### src/rtl/mips_cache_mem_arbiter_if.sv
// Bundle of cache-side channel signals and the shared Avalon-MM master port.
//   master : arbiter view (drives grant/rvalid/rdata/beat/done, mem_*, busy)
//   slave  : requestor/memory view (drives ch_* requests, waitrequest, readdata)
// Channel vectors are flattened; channel i occupies slice i.
interface mips_cache_mem_arbiter_if #(
    parameter int unsigned NUM_CH     = 3,
    parameter int unsigned LINE_WORDS = 4
);
    localparam int unsigned BEAT_W = (LINE_WORDS > 1) ? $clog2(LINE_WORDS) : 1;

    logic [NUM_CH-1:0]      ch_req;
    logic [NUM_CH-1:0]      ch_write;
    logic [32*NUM_CH-1:0]   ch_addr;
    logic [32*NUM_CH-1:0]   ch_writedata;
    logic [4*NUM_CH-1:0]    ch_byteenable;
    logic [NUM_CH-1:0]      ch_grant;
    logic [NUM_CH-1:0]      ch_rvalid;
    logic [31:0]            ch_rdata;
    logic [BEAT_W-1:0]      ch_beat;
    logic [NUM_CH-1:0]      ch_done;
    logic [31:0]            mem_address;
    logic                   mem_read;
    logic                   mem_write;
    logic [31:0]            mem_writedata;
    logic [3:0]             mem_byteenable;
    logic                   waitrequest;
    logic [31:0]            mem_readdata;
    logic                   busy;

    modport master (
        input  ch_req, ch_write, ch_addr, ch_writedata, ch_byteenable,
        input  waitrequest, mem_readdata,
        output ch_grant, ch_rvalid, ch_rdata, ch_beat, ch_done,
        output mem_address, mem_read, mem_write, mem_writedata, mem_byteenable,
        output busy
    );

    modport slave (
        output ch_req, ch_write, ch_addr, ch_writedata, ch_byteenable,
        output waitrequest, mem_readdata,
        input  ch_grant, ch_rvalid, ch_rdata, ch_beat, ch_done,
        input  mem_address, mem_read, mem_write, mem_writedata, mem_byteenable,
        input  busy
    );
endinterface

### src/rtl/mips_cache_mem_arbiter.sv
// Shares one Avalon-MM master among NUM_CH cache-side requestors.
// Reads are LINE_WORDS-beat line fills from the line-aligned base; writes are
// single words. PRIO_MODE 0 = round-robin, 1 = fixed priority (channel 0 first).
// Ports:
//   clk  : clock
//   rst  : synchronous active-high reset
//   bus  : mips_cache_mem_arbiter_if.master (channel requests/responses + Avalon)
module mips_cache_mem_arbiter #(
    parameter int unsigned NUM_CH     = 3,
    parameter int unsigned LINE_WORDS = 4,
    parameter int unsigned PRIO_MODE  = 0
) (
    input  logic                     clk,
    input  logic                     rst,
    mips_cache_mem_arbiter_if.master bus
);
    localparam int unsigned BEAT_W    = (LINE_WORDS > 1) ? $clog2(LINE_WORDS) : 1;
    localparam int unsigned PTR_W     = (NUM_CH > 1) ? $clog2(NUM_CH) : 1;
    localparam int unsigned LAST_BEAT = LINE_WORDS - 1;
    localparam logic [31:0] LINE_MASK = ~(32'(LINE_WORDS * 4) - 32'd1);

    typedef enum logic [1:0] {
        ST_IDLE  = 2'd0,
        ST_READ  = 2'd1,
        ST_WRITE = 2'd2
    } state_e;

    state_e              state_q, state_d;
    logic [PTR_W-1:0]    owner_q, owner_d;
    logic [PTR_W-1:0]    rr_ptr_q, rr_ptr_d;
    logic [31:0]         addr_q, addr_d;
    logic [31:0]         wdata_q, wdata_d;
    logic [3:0]          be_q, be_d;
    logic [BEAT_W-1:0]   beat_q, beat_d;

    logic                win_valid;
    logic [PTR_W-1:0]    win_idx;
    logic [NUM_CH-1:0]   owner_oh;
    logic                last_beat;

    // State and transaction registers
    always_ff @(posedge clk) begin
        if (rst) begin
            state_q  <= ST_IDLE;
            owner_q  <= '0;
            rr_ptr_q <= '0;
            addr_q   <= '0;
            wdata_q  <= '0;
            be_q     <= '0;
            beat_q   <= '0;
        end else begin
            state_q  <= state_d;
            owner_q  <= owner_d;
            rr_ptr_q <= rr_ptr_d;
            addr_q   <= addr_d;
            wdata_q  <= wdata_d;
            be_q     <= be_d;
            beat_q   <= beat_d;
        end
    end

    // Winner search: cyclic from rr_ptr, or linear from 0 in fixed-priority mode
    always_comb begin
        int               cand;
        logic [PTR_W-1:0] cand_idx;
        win_valid = 1'b0;
        win_idx   = '0;
        cand      = 0;
        cand_idx  = '0;
        for (int k = 0; k < int'(NUM_CH); k++) begin
            cand     = (PRIO_MODE != 0) ? k : (int'(rr_ptr_q) + k) % int'(NUM_CH);
            cand_idx = PTR_W'(cand);
            if (!win_valid && bus.ch_req[cand_idx]) begin
                win_valid = 1'b1;
                win_idx   = cand_idx;
            end
        end
    end

    assign owner_oh  = NUM_CH'(1'b1) << owner_q;
    assign last_beat = (beat_q == BEAT_W'(LAST_BEAT));

    // Next-state logic and Avalon/channel output decode
    always_comb begin
        state_d            = state_q;
        owner_d            = owner_q;
        rr_ptr_d           = rr_ptr_q;
        addr_d             = addr_q;
        wdata_d            = wdata_q;
        be_d               = be_q;
        beat_d             = beat_q;
        bus.ch_grant       = '0;
        bus.ch_rvalid      = '0;
        bus.ch_done        = '0;
        bus.mem_address    = '0;
        bus.mem_read       = 1'b0;
        bus.mem_write      = 1'b0;
        bus.mem_byteenable = '0;

        unique case (state_q)
            ST_IDLE: begin
                if (win_valid) begin
                    owner_d  = win_idx;
                    addr_d   = 32'(bus.ch_addr >> {win_idx, 5'd0});
                    wdata_d  = 32'(bus.ch_writedata >> {win_idx, 5'd0});
                    be_d     = 4'(bus.ch_byteenable >> {win_idx, 2'd0});
                    beat_d   = '0;
                    rr_ptr_d = (win_idx == PTR_W'(NUM_CH - 1)) ? '0 : win_idx + PTR_W'(1);
                    state_d  = bus.ch_write[win_idx] ? ST_WRITE : ST_READ;
                end
            end
            ST_READ: begin
                bus.ch_grant       = owner_oh;
                bus.mem_read       = 1'b1;
                bus.mem_byteenable = 4'hF;
                bus.mem_address    = (addr_q & LINE_MASK) | (32'(beat_q) << 2);
                if (!bus.waitrequest) begin
                    bus.ch_rvalid = owner_oh;
                    if (last_beat) begin
                        bus.ch_done = owner_oh;
                        beat_d      = '0;
                        state_d     = ST_IDLE;
                    end else begin
                        beat_d = beat_q + BEAT_W'(1);
                    end
                end
            end
            ST_WRITE: begin
                bus.ch_grant       = owner_oh;
                bus.mem_write      = 1'b1;
                bus.mem_byteenable = be_q;
                bus.mem_address    = {addr_q[31:2], 2'b00};
                if (!bus.waitrequest) begin
                    bus.ch_done = owner_oh;
                    state_d     = ST_IDLE;
                end
            end
            default: state_d = ST_IDLE;
        endcase
    end

    assign bus.mem_writedata = wdata_q;
    assign bus.ch_rdata      = bus.mem_readdata;
    assign bus.ch_beat       = beat_q;
    assign bus.busy          = (state_q != ST_IDLE);
endmodule

### src/flat_wrapper.sv
// flat-port wrapper written by rule: the top's interface ports become plain ports
module mips_cache_mem_arbiter_flat 
#(
    parameter int unsigned NUM_CH     = 3,
    parameter int unsigned LINE_WORDS = 4,
    parameter int unsigned PRIO_MODE  = 0
)
  (clk, rst, bus_ch_req, bus_ch_write, bus_ch_addr, bus_ch_writedata, bus_ch_byteenable, bus_waitrequest, bus_mem_readdata, bus_ch_grant, bus_ch_rvalid, bus_ch_rdata, bus_ch_beat, bus_ch_done, bus_mem_address, bus_mem_read, bus_mem_write, bus_mem_writedata, bus_mem_byteenable, bus_busy);
  mips_cache_mem_arbiter_if #(.NUM_CH(NUM_CH), .LINE_WORDS(LINE_WORDS)) bus_i ();
  input  logic clk;
  input  logic rst;
  input wire logic [$bits(bus_i.ch_req)-1:0] bus_ch_req;
  input wire logic [$bits(bus_i.ch_write)-1:0] bus_ch_write;
  input wire logic [$bits(bus_i.ch_addr)-1:0] bus_ch_addr;
  input wire logic [$bits(bus_i.ch_writedata)-1:0] bus_ch_writedata;
  input wire logic [$bits(bus_i.ch_byteenable)-1:0] bus_ch_byteenable;
  input wire logic [$bits(bus_i.waitrequest)-1:0] bus_waitrequest;
  input wire logic [$bits(bus_i.mem_readdata)-1:0] bus_mem_readdata;
  output wire logic [$bits(bus_i.ch_grant)-1:0] bus_ch_grant;
  output wire logic [$bits(bus_i.ch_rvalid)-1:0] bus_ch_rvalid;
  output wire logic [$bits(bus_i.ch_rdata)-1:0] bus_ch_rdata;
  output wire logic [$bits(bus_i.ch_beat)-1:0] bus_ch_beat;
  output wire logic [$bits(bus_i.ch_done)-1:0] bus_ch_done;
  output wire logic [$bits(bus_i.mem_address)-1:0] bus_mem_address;
  output wire logic [$bits(bus_i.mem_read)-1:0] bus_mem_read;
  output wire logic [$bits(bus_i.mem_write)-1:0] bus_mem_write;
  output wire logic [$bits(bus_i.mem_writedata)-1:0] bus_mem_writedata;
  output wire logic [$bits(bus_i.mem_byteenable)-1:0] bus_mem_byteenable;
  output wire logic [$bits(bus_i.busy)-1:0] bus_busy;
  assign bus_i.ch_req = bus_ch_req;
  assign bus_i.ch_write = bus_ch_write;
  assign bus_i.ch_addr = bus_ch_addr;
  assign bus_i.ch_writedata = bus_ch_writedata;
  assign bus_i.ch_byteenable = bus_ch_byteenable;
  assign bus_i.waitrequest = bus_waitrequest;
  assign bus_i.mem_readdata = bus_mem_readdata;
  assign bus_ch_grant = bus_i.ch_grant;
  assign bus_ch_rvalid = bus_i.ch_rvalid;
  assign bus_ch_rdata = bus_i.ch_rdata;
  assign bus_ch_beat = bus_i.ch_beat;
  assign bus_ch_done = bus_i.ch_done;
  assign bus_mem_address = bus_i.mem_address;
  assign bus_mem_read = bus_i.mem_read;
  assign bus_mem_write = bus_i.mem_write;
  assign bus_mem_writedata = bus_i.mem_writedata;
  assign bus_mem_byteenable = bus_i.mem_byteenable;
  assign bus_busy = bus_i.busy;
  mips_cache_mem_arbiter #(.NUM_CH(NUM_CH), .LINE_WORDS(LINE_WORDS), .PRIO_MODE(PRIO_MODE)) u_core (.clk(clk), .rst(rst), .bus(bus_i));
endmodule
### config.mk
export PLATFORM = sky130hd
export DESIGN_NAME = mips_cache_mem_arbiter_flat
export DESIGN_NICKNAME = d
export VERILOG_FILES = /design/src/rtl/mips_cache_mem_arbiter_if.sv /design/src/rtl/mips_cache_mem_arbiter.sv /design/src/flat_wrapper.sv
export SDC_FILE = /design/constraint.sdc
export NUM_CORES = 1
export LEC_CHECK = 0
export CAP_MARGIN = 20
export CORE_AREA = 2 2 139 141
export CTS_CLUSTER_DIAMETER = 80
export CTS_CLUSTER_SIZE = 24
export DETAILED_ROUTE_END_ITERATION = 10
export DIE_AREA = 0 0 141 143
export GPL_TIMING_DRIVEN = 0
export PLACE_DENSITY = 0.75
export SYNTH_ARGS = -nofsm -noshare
export SYNTH_HDL_FRONTEND = slang
export SYNTH_SLANG_ARGS = --single-unit
### constraint.sdc
create_clock -name clk -period 2.26 [get_ports clk]
set_clock_uncertainty 0.05 [all_clocks]
set_input_delay 0.339 -clock clk [delete_from_list [all_inputs] [get_ports clk]]
set_output_delay 0.339 -clock clk [all_outputs]
set_load 0.1 [all_outputs]
* Word-level counts from Yosys, hierarchy flattened
Cells that the tools add are included.
Word-level totals: word-level logic and storage cells 77, output and inout port bits 114, input bits 245, bits in registers 76
Cells by class: bitwise operators 1, $add $sub $neg 4, mux-type cells 35, equality and inequality tests 8, reductions and logical operators 11, $lt $le $gt $ge 4, shift-type cells 4, div/mod/pow operators 3
Operators with widths (count):
- $shr 96x7->32 | 2
- $mod 32x3->32 const B | 2
- $pmux 32 s2 | 1
- $mod 3x3->32 const B | 1
- $or 32x4->32 | 1
- $mux 2 | 12
- $mux 3 | 5
- $lt 2x3->1 const B | 4
- $shr 12x4->4 | 1
- $mux 1 | 9
- $bmux 1 s2 | 4
- $pmux 4 s2 | 1
- $eq 2x2->1 const B | 3
- $pmux 2 s3 | 1
- $pmux 3 s2 | 1
- $add 2x1->2 const B | 2
- $ne 2x1->1 const B | 2
- $ne 2x2->1 const B | 2
- $pmux 2 s2 | 1
- $reduce_and 4->1 | 1
- $reduce_bool 2->1 | 2
- $add 2x1->3 const B | 1
- $add 2x2->3 const B | 1
- $reduce_and 3->1 | 1
- other kinds (7) | 9

* Logic depth before layout (Yosys ltp)
word-level depth 15, depth in mapped cells 13, mapped depth without buffers 8

* Worst setup path before layout
No wires, ideal clock.
kind register -> output, start register u_core.state_q[1], end output port bus_ch_done[0], path buffers 1, setup slack -2.212 ns, stages on the path, launching flop included 8, arrival 4.083 ns, data required time 1.871 ns, cell sequence dfxtp_1 inv_1 ha_1 clkbuf_1 nor2_1 nor2_1 o211ai_1 nor3_1
Between the ends: word-level cells in the longest chain between the ends 2, elaborated cells between the ends (all ways) 3, those cells by class eq/ne: 2; mux: 1
Ends and longest elaborated chain:
- start: declaration | line mips_cache_mem_arbiter.sv:28 | state_e state_q, state_d;
- start signal: assignment | line mips_cache_mem_arbiter.sv:52 | state_q <= state_d;
- $eq 2x2->1 or $eq 2x1->1 (tied branches) | line mips_cache_mem_arbiter.sv:100 | unique case (state_q)
- $pmux 3 s2 * | line mips_cache_mem_arbiter.sv:100
- end: declaration | line flat_wrapper.sv:23 | output wire logic [$bits(bus_i.ch_done)-1:0] bus_ch_done;
Mark *: on every way between the ends. The rest lies on a longest branch, timed or not.

* Worst setup path after layout
start register u_core.rr_ptr_q[1], end register u_core.state_q[0]
Between the ends: word-level cells in the longest chain between the ends 15, elaborated cells between the ends (all ways) 28, those cells by class add/sub: 2; div: 3; eq/ne: 1; mux: 17; reduce/logical: 5
Ends and longest elaborated chain:
- start: declaration | line mips_cache_mem_arbiter.sv:30 | logic [PTR_W-1:0] rr_ptr_q, rr_ptr_d;
- start signal: assignment | line mips_cache_mem_arbiter.sv:54 | rr_ptr_q <= rr_ptr_d;
- branches (longest 15 deep; another with $mod 32x3->32)
Several ways; the timed one is not identified. The select of a mux whose other input is x is not followed. A chain may end at the register's enable or synchronous reset.

==> impl_metrics.tcl <==
set metrics [dict create \
    status "finished, violations left" \
    violations "setup timing" \
    die_area_mm2 0.0202 \
    synth_warnings 0 \
    r2r-end "u_core.state_q[0]" \
    place_ws_ns -1.16 \
    clk_path_buf_depth 2 \
    post-route-util_pct 56.6 \
    power_mw 13.2 \
    synth-seq-cells 74 \
    synth_cell_types 45 \
    post-route-min-period_ns 2.50 \
    synth-main-ff-cell "dfxtp_1" \
    coreArea_mm2 0.0186 \
    grt_use_total_pct 20.3 \
    slew_violations 0 \
    synth_top_family_by_area "compound AO/OA/AOI/OAI gates" \
    num_vias 5636 \
    fp.dieW_um 141 \
    cts_buffers 9 \
    synth_mux_area_share_pct 15.3 \
    grt_max_degree 14 \
    avgRoutedWirePerCell_um 18.6 \
    h-tree-depth 3 \
    start_util_pct 26.7 \
    diodes 0 \
    holdCritStartpoint "u_core.addr_q[5]" \
    rsz0062_at_grt "true" \
    synthCells 555 \
    grt_pass1_wl_mm 31.3 \
    tritoncts "built" \
    cpLargestDelayFamily "simple AND/OR/NAND/NOR gates" \
    drt-total-wl_mm 21.9 \
    ff2ff_setup_slack_ns -0.24 \
    grt_pass1_vias 5740 \
    root_buffer "clkbuf_16" \
    yosysSeqAreaShare_pct 29.9 \
    path_max_fanout 5 \
    areaGrowthSynthToFinish_pct 112 \
    fin_nets 1193 \
    cp_common_cell "buf_4" \
    worstMarginPinSlew_ns 1.06 \
    endpoint_kind "flip-flop" \
    yosysMostFrequentCell "dfxtp_1" \
    syn_area_mm2 0.00495 \
    vias_per_cell 4.78 \
    firstDrtPassIters 4 \
    place_hpwl_mm 15.5 \
    p_leak_nw 4.66 \
    final.period_utilization_pct 111 \
    place_congestion 0.824 \
    clk_pin_slew_worst_paths_ns 0.06 \
    hold_end "u_core.addr_q[5]" \
    io_pins 359 \
    cp.required_ns 2.47 \
    timing.rr.start "u_core.rr_ptr_q[1]" \
    setup_viol 71 \
    peakVddDrop_mv 0.622 \
    die-height_um 143 \
    crit_type "reg -> reg" \
    netlist.area_leader.share_pct 29.9 \
    cts.sinks 74 \
    hp-class "reg -> reg" \
    postRouteAntennaNets 0 \
    synth_top_cell_by_area "dfxtp_1" \
    synth_edf_count 0 \
    slowest_stage "or4b_1" \
    yosys-top-cells-area "dfxtp_1 30%, mux2i_1 15%, a22o_1 12%" \
    relSlewSlack_pct 29.7 \
    portBuffers 318 \
    synth_xor_area_share_pct 0 \
    reg2regPathDepth 11 \
    layout_setup_ws_ns -0.240 \
    p_per_area_mw_per_mm2 1250 \
    finalHoldViolCount 0 \
    synth_commonest_cells "74 x dfxtp_1, 72 x mux2i_1, 71 x nand2_1, 71 x o21a_1, 67 x a22o_1" \
    worstSetupStartpointType "flip-flop" \
    avgSynthCellArea_um2 8.92 \
    tns_ns -10.61 \
    holdPathStages 1 \
    slowest_delay_ns 0.47 \
    clock.fmax_mhz 400 \
    drc 0 \
    antenna_found_initial 0 \
    maxCapViolations 0 \
    drive_above_1_share_pct 30.2 \
    rows 50 \
    async_reset_ff_share_pct 0 \
    crit_chain "inv_4 > ha_4 > buf_4 > buf_6 > nand3b_1 > o21a_1 > buf_4 > and3_4 > o31a_1 > or4b_1 > o21ai_1" \
    yosys.area_share.adder_pct 2.02 \
    ctsHoldBuffers 0 \
    synthSimpleGateAreaFrac_pct 14.1 \
    critical_path_arrival_ns 2.71 \
    insertion_delay_ns 0.33 \
    worstPathBufferInverterCount 4 \
    overflow 0 \
    synth_compound_area_share_pct 26.7 \
    drt_iter0_drc 152 \
]
## worst max-delay path by stage
stage / to / slack (ns) / cells after the start / startpoint
finish: u_core.state_q[0] / -0.24 / 11 / u_core.rr_ptr_q[1]
global route: u_core.state_q[0] / -0.30 / 11 / u_core.rr_ptr_q[1]
CTS: u_core.addr_q[11] / -0.20 / 13 / u_core.rr_ptr_q[1]
detailed placement: bus_mem_byteenable[3] / -1.16 / 7 / u_core.state_q[0]
global placement: bus_mem_byteenable[0] / -1.14 / 7 / u_core.state_q[0]
floorplan: bus_ch_done[0] / -0.39 / 7 / u_core.state_q[1]
## worst reg2reg max path, stage by stage (launching register included)
cell and delay [ns]:
dfxtp_4 0.38, inv_4 0.04, ha_4 0.18, buf_4 0.14
buf_6 0.11, nand3b_1 0.23, o21a_1 0.21, buf_4 0.15
and3_4 0.14, o31a_1 0.25, or4b_1 0.47, o21ai_1 0.08
## cell type report
class | instances | area (um2)
plain buffers | 76 | 831
flip-flops and latches | 74 | 1500
clock inverters | 6 | 88.8
multi-input cells | 394 | 3290
clock buffers | 10 | 229
well taps | 234 | 293
repair buffers | 376 | 4230
fillers | 1590 | 8070
inverters | 9 | 46.3
## per-layer routing
layer  GRT usage [%]  up-vias  wire length [um]  share of wire (%)
met1            23.1     2632              8620                 39
met2            37.1      261             11300                 52
met4            7.84        0               524                2.4
li1                -     2718                 -                  -
met3            4.33       25              1450                6.6
met5               0        -                 0                  0
## per-stage QoR
stage,hold slack [ns],cells,cell area (um2)
after CTS,0.424,1172,10200
final,0.421,1179,10500
after global placement,0.404,1108,8620
after global routing,0.433,1179,10500
after floorplan,0.390,556,5140
after detailed placement,0.406,1108,8620
## cells by family after synthesis
family	Yosys count
AOI/OAI and AO/OA	166
adders and majority gates	8
buffers and inverters	88
DFF	74
muxes	74
other	1
and+or+nand+nor	144
## registers in the layout, summed over array words and instances (netlist names)
name and count:
u_core.owner_q 2, u_core.state_q 2, u_core.be_q 4, u_core.bus.mem_writedata 32
u_core.bus.ch_beat 2, u_core.addr_q 30, u_core.rr_ptr_q 2
## cell usage in the layout, fill, tap and decap left out, drive strengths merged, types with 4 or more instances in the layout
master and count:
clkdlybuf4s50 258, nand3b 4, dlymetal6s2s 10, inv 10, nor3 6, dlygate4sd2 5, clkbuf 19, dfxtp 74
a21oi 8, nor2 16, o21a 71, nand2b 6, mux2i 73, clkdlybuf4s15 4, a22o 67, o21ai 7
ha 8, nand2 71, and2 29, buf 165
## timing repair
action,4_1_cts,5_1_grt
gates resized for setup,460,80
setup buffers,38,10
gates cloned,12,0
setup endpoints to repair,119,111
pin swaps,55,13
## power breakdown
part	switching [mW]	internal [mW]	total, mW
registers	0.313	1.79	2.10
clock network	0.599	0.970	1.57
logic	5.27	4.24	9.52
(Power assumes the default switching activity.)
